--- src/rtl/fifo_rd_ctrl.sv ---
`default_nettype none
// ============================================================================
//  Module   : fifo_rd_ctrl
//  Brief    : Read-side controller of the async FIFO: read pointer, empty
//             flags and a 2-entry output buffer over a registered-read memory.
//  Revision : 1.0
// ============================================================================
module fifo_rd_ctrl #(
    parameter int DATASIZE         = 8,
    parameter int ADDRSIZE         = 4,
    parameter int ALMOST_EMPTY_LVL = 2
) (
    input  logic                rclk,
    input  logic                rrst_n,
    input  logic [ADDRSIZE:0]   wptr_gray,
    output logic [ADDRSIZE:0]   rptr_gray,
    output logic [ADDRSIZE-1:0] mem_addr,
    output logic                mem_rinc,
    input  logic [DATASIZE-1:0] mem_rdata,
    output logic                m_valid,
    input  logic                m_ready,
    output logic [DATASIZE-1:0] m_data,
    output logic [ADDRSIZE:0]   rlevel,
    output logic                rempty,
    output logic                raempty
);

    localparam int                 c_PW     = ADDRSIZE + 1;
    localparam logic [c_PW-1:0]    c_AE_LVL = c_PW'(ALMOST_EMPTY_LVL);

    function automatic logic [c_PW-1:0] gray2bin(input logic [c_PW-1:0] g);
        logic [c_PW-1:0] b;
        b[c_PW-1] = g[c_PW-1];
        for (int i = c_PW - 2; i >= 0; i--) begin
            b[i] = b[i+1] ^ g[i];
        end
        return b;
    endfunction

    function automatic logic [c_PW-1:0] bin2gray(input logic [c_PW-1:0] b);
        return b ^ (b >> 1);
    endfunction

    logic [c_PW-1:0]     r_wq1;
    logic [c_PW-1:0]     r_wq2;
    logic [c_PW-1:0]     r_rbin;
    logic [c_PW-1:0]     r_rptr_gray;
    logic                r_inflight;
    logic [DATASIZE-1:0] r_buf_head;
    logic [DATASIZE-1:0] r_buf_tail;
    logic [1:0]          r_bufcnt;

    logic [c_PW-1:0]     w_wbin;
    logic [c_PW-1:0]     w_memcnt;
    logic [c_PW-1:0]     w_rbin_next;
    logic [2:0]          w_occ_after_pop;
    logic                w_pop;
    logic                w_issue;

    // Two-flop synchroniser for the write pointer
    always_ff @(posedge rclk or negedge rrst_n) begin
        if (!rrst_n) begin
            r_wq1 <= '0;
            r_wq2 <= '0;
        end else begin
            r_wq1 <= wptr_gray;
            r_wq2 <= r_wq1;
        end
    end

    assign w_wbin      = gray2bin(r_wq2);
    assign w_memcnt    = w_wbin - r_rbin;
    assign w_pop       = m_valid & m_ready;
    assign w_rbin_next = r_rbin + c_PW'(1);

    // Buffered plus in-flight words that remain after this cycle's pop must
    // leave room for the word about to be requested.
    assign w_occ_after_pop = {1'b0, r_bufcnt} + {2'b00, r_inflight} - {2'b00, w_pop};
    assign w_issue         = (w_memcnt != '0) && (w_occ_after_pop < 3'd2);

    assign mem_rinc  = w_issue;
    assign mem_addr  = r_rbin[ADDRSIZE-1:0];
    assign rptr_gray = r_rptr_gray;

    always_ff @(posedge rclk or negedge rrst_n) begin
        if (!rrst_n) begin
            r_rbin      <= '0;
            r_rptr_gray <= '0;
            r_inflight  <= 1'b0;
        end else begin
            r_inflight <= w_issue;
            if (w_issue) begin
                r_rbin      <= w_rbin_next;
                r_rptr_gray <= bin2gray(w_rbin_next);
            end
        end
    end

    // In-order 2-entry buffer; the head entry always drives m_data
    always_ff @(posedge rclk or negedge rrst_n) begin
        if (!rrst_n) begin
            r_buf_head <= '0;
            r_buf_tail <= '0;
            r_bufcnt   <= 2'd0;
        end else begin
            case ({w_pop, r_inflight})
                2'b10: begin
                    r_buf_head <= r_buf_tail;
                    r_bufcnt   <= r_bufcnt - 2'd1;
                end
                2'b01: begin
                    if (r_bufcnt == 2'd0) begin
                        r_buf_head <= mem_rdata;
                    end else begin
                        r_buf_tail <= mem_rdata;
                    end
                    r_bufcnt <= r_bufcnt + 2'd1;
                end
                2'b11: begin
                    if (r_bufcnt == 2'd1) begin
                        r_buf_head <= mem_rdata;
                    end else begin
                        r_buf_head <= r_buf_tail;
                        r_buf_tail <= mem_rdata;
                    end
                end
                default: begin
                end
            endcase
        end
    end

    assign m_valid = (r_bufcnt != 2'd0);
    assign m_data  = r_buf_head;

    // Level counts words still in memory, the outstanding read and the buffer
    assign rlevel  = w_memcnt + c_PW'(r_inflight) + c_PW'(r_bufcnt);
    assign rempty  = (rlevel == '0);
    assign raempty = (rlevel <= c_AE_LVL);

endmodule
`default_nettype wire

--- config.mk ---
export PLATFORM = sky130hd
export DESIGN_NAME = fifo_rd_ctrl
export DESIGN_NICKNAME = d
export VERILOG_FILES = /design/src/rtl/fifo_rd_ctrl.sv
export SDC_FILE = /design/constraint.sdc
export NUM_CORES = 1
export LEC_CHECK = 0
export BUFFER_PORTS_ARGS = -buffer_cell sky130_fd_sc_hd__clkbuf_2
export CORE_MARGIN = 5
export CORE_UTILIZATION = 41
export CTS_BUF_LIST = sky130_fd_sc_hd__clkbuf_16
export DETAILED_ROUTE_END_ITERATION = 16
export PLACE_DENSITY = 0.73
export SLEW_MARGIN = 20
export SYNTH_ARGS = -nofsm -noshare
export SYNTH_HDL_FRONTEND = slang
export SYNTH_SLANG_ARGS = --single-unit
--- constraint.sdc ---
create_clock -name rclk -period 6.47 [get_ports rclk]
set_clock_uncertainty 0.1 [all_clocks]
set_input_delay 0.9705 -clock rclk [delete_from_list [all_inputs] [get_ports rclk]]
set_output_delay 0.9705 -clock rclk [all_outputs]
set_load 0.02 [all_outputs]
==> impl_metrics.ini <==
[status]
run_status = completed

[route]
avgViaCountPerCell = 4.861
ant_nets = 0
drt_first_pass_iters = 4
finalWirelength_mm = 3.421
post-route-drc-count = 0
num_vias = 1327
drt_first_iter_violations = 26
routed_wire_per_std_cell_um = 12.53

[logic_synthesis]
synth_cell_types = 30
simple_gate_share_of_the_synthesized_area = 0.08074
synthFlopType = sky130_fd_sc_hd__dfrtp_1
yosys_warnings = 0
synth_nets = 205
synth_area_in_adders = 0.1106
synth_edf_count = 0
postSynth.asyncResetShare = 1.000
avgSynthCellArea_um2 = 11.31
synth_xor_xnor_area_share = 0.1144
post_synth_mux_area_share = 0.07374
synth_seq_area_share = 0.4832
post_synth_design_cell_area_um2 = 1968
synth_compound_gate_area_share = 0.1030
yosys_register_bits = 38
largest_family_of_logic_cells_by_synthesized_area = XOR/XNOR gates
synthCells = 174

[floorplan]
io-pin-count = 42
die-height_um = 79.29
die_width_um = 79.29
core_um2 = 4692
floorplan.die_area_um2 = 6286
std_cell_rows = 25
starting_utilization_of_the_core_area = 0.4195

[sta]
rsz0062_at_grt = false
setup_viol = 0
final_hold_viol_count = 0
fmaxAchievable_ghz = 0.2038
slew-limit-headroom = 0.3426
slew_violations = 0
min_period_ns = 4.908
totalNegativeSetupSlack_ns = 0
timing_worst_slew_pin_value_ns = 0.9861
final_min_period_over_clock_period = 0.7585
worst_hold_slack_ns = 0.2493

[worst_setup_path]
crit-reg2reg-capture = rptr_gray[1]$_DFFE_PN0P_
cp_slowest_stage_delay_ns = 0.51
timing.critical_path.required_ns = 5.40
worstSetupPathType = reg2out
worst_path_most_repeated_cell = sky130_fd_sc_hd__xor2_1
arrival_ns = 3.84
rrSetupSlack_ns = 2.76
start_kind = register
crit_path_start = r_wq2[4]$_DFF_PN0_
crit-reg2reg-launch = r_wq2[4]$_DFF_PN0_
crit_chain = xor2_1 -> xnor2_1 -> xor2_1 -> xor2_1 -> ha_1 -> fa_1 -> inv_1 -> ha_1 -> and2b_1 -> o21ai_2 -> or3_1 -> a21o_1 -> a211oi_2 -> clkbuf_2
slowest_stage = sky130_fd_sc_hd__fa_1
worst-r2r-cell-count = 10
timing.critical_path.fanout_max = 3
critical_path.endpoint = rempty
critical_path_sink_type = output pin

[grt]
grt_max_degree = 39
antenna_found_initial = 0
global_route.usage.total = 0.1255
global_route_wire_length_before_repair_mm = 6.147
number_of_global_route_vias_before_repair = 1336
globalRoute.totalOverflow = 0

[final_layout]
layout_common_cells = 41 x sky130_fd_sc_hd__clkbuf_2, 38 x sky130_fd_sc_hd__dfrtp_1, 21 x sky130_fd_sc_hd__nand2_1
synthToLayoutAreaGrowth_pct = 21.30
multi_input_area_um2 = 949.7
n_antenna_cell = 0
nFillCells = 410
layout.cells.most_common = sky130_fd_sc_hd__clkbuf_2
post_route_cells_drive_above_1_share = 0.3059
finish.utilization = 0.5088
nets = 249
regArea_um2 = 950.9
final_cell_area_um2 = 2387

[cts]
cts-root-buf = sky130_fd_sc_hd__clkbuf_16
cts_tree = done
clk_pin_slew_worst_paths_ns = 0.05
cts_resized = 0
ctsHtreeMaxLevel = 2
cts_buffers = 5
worst_skew_late_latency_ns = 0.27
clock_path_buffers = 2
hold_buffers = 0
clock_sinks = 38
cts_setup_buffers = 0

[run]
timing.max_cap.violations = 0

[place]
buffer_ports.inserted = 41
detailed_place.area_um2 = 2222
gp_routability_congestion = 0.7541
dp.final_hpwl_mm = 2.568

[worst_hold_path]
hold_class = reg2reg
worst min path at each step:
stage | startpoint | endpoint | slack, ns | depth (start not counted)
after floorplan | r_wq1[0]$_DFF_PN0_ | r_wq2[0]$_DFF_PN0_ | 0.23 | 0
after global placement | r_wq1[0]$_DFF_PN0_ | r_wq2[0]$_DFF_PN0_ | 0.23 | 0
after detailed placement | r_wq1[2]$_DFF_PN0_ | r_wq2[2]$_DFF_PN0_ | 0.24 | 0
after CTS | r_wq1[2]$_DFF_PN0_ | r_wq2[2]$_DFF_PN0_ | 0.25 | 0
after global routing | r_wq1[2]$_DFF_PN0_ | r_wq2[2]$_DFF_PN0_ | 0.25 | 0
final | r_wq1[1]$_DFF_PN0_ | r_wq2[1]$_DFF_PN0_ | 0.25 | 0
layer usage:
layer | track usage | wire length, um | up-vias
met4 | 0.05842 | 71 | 0
met5 | 0 | 0 | -
met2 | 0.1902 | 1668 | 25
met3 | 0.03401 | 114 | 7
met1 | 0.1663 | 1566 | 622
li1 | - | - | 673
Yosys cell counts, types with 2 or more instances:
cell type / count / area share
sky130_fd_sc_hd__inv_1: 13 / 0.025
sky130_fd_sc_hd__nand3_1: 2 / 0.0051
sky130_fd_sc_hd__fa_1: 4 / 0.041
sky130_fd_sc_hd__xnor2_2: 2 / 0.017
sky130_fd_sc_hd__clkbuf_1: 2 / 0.0038
sky130_fd_sc_hd__xor2_1: 9 / 0.040
sky130_fd_sc_hd__xnor2_1: 13 / 0.058
sky130_fd_sc_hd__nand2b_1: 3 / 0.0095
sky130_fd_sc_hd__nor2_1: 7 / 0.013
sky130_fd_sc_hd__nand2_1: 21 / 0.040
sky130_fd_sc_hd__a21oi_1: 4 / 0.010
sky130_fd_sc_hd__ha_1: 11 / 0.070
sky130_fd_sc_hd__o21ai_2: 2 / 0.0089
sky130_fd_sc_hd__o21ai_0: 10 / 0.025
sky130_fd_sc_hd__a22oi_1: 9 / 0.034
sky130_fd_sc_hd__dfrtp_1: 38 / 0.48
sky130_fd_sc_hd__mux2_2: 11 / 0.063
area by class of cell:
class | instances | share of cell area
Sequential cell | 38 | 0.3983
Clock buffer | 5 | 0.05241
Tap cell | 54 | 0.02830
Timing Repair Buffer | 41 | 0.08595
Multi-Input combinational cell | 119 | 0.3978
Inverter | 13 | 0.02044
Clock inverter | 3 | 0.01677
state kept, by name, summed over array words and instances, names as in the netlist:
register	count
m_data	8
r_buf_tail	8
r_rbin	5
r_wq1	5
r_wq2	5
rptr_gray	4
r_bufcnt	2
r_inflight	1
critical path: cells and delay by family (launching register included):
kind                       cells  cell delay, ns
buffers and inverters          2            0.26
xor gates and xnor gates       4            0.88
AOI/OAI and AO/OA              3            0.49
DFF                            1            0.39
adders and majority gates      3            1.02
and+or+nand+nor                2            0.52
cell families (layout without fill, tap and decap cells):
logic type	after synthesis	in the layout
compound gates	30	30
xor+xnor	24	24
fa+ha+maj	15	15
buf+inv	17	62
flops	38	38
mux	13	13
simple gates	37	37
metrics by stage:
step	std cells	setup WS, ns
after global placement	265	1.953
final	273	1.562
after CTS	273	1.537
after floorplan	174	2.031
after global routing	273	1.380
after detailed placement	265	1.866
Power is not shown: default switching activity piles up to over one toggle a cycle in this logic, so the estimate is an artifact.
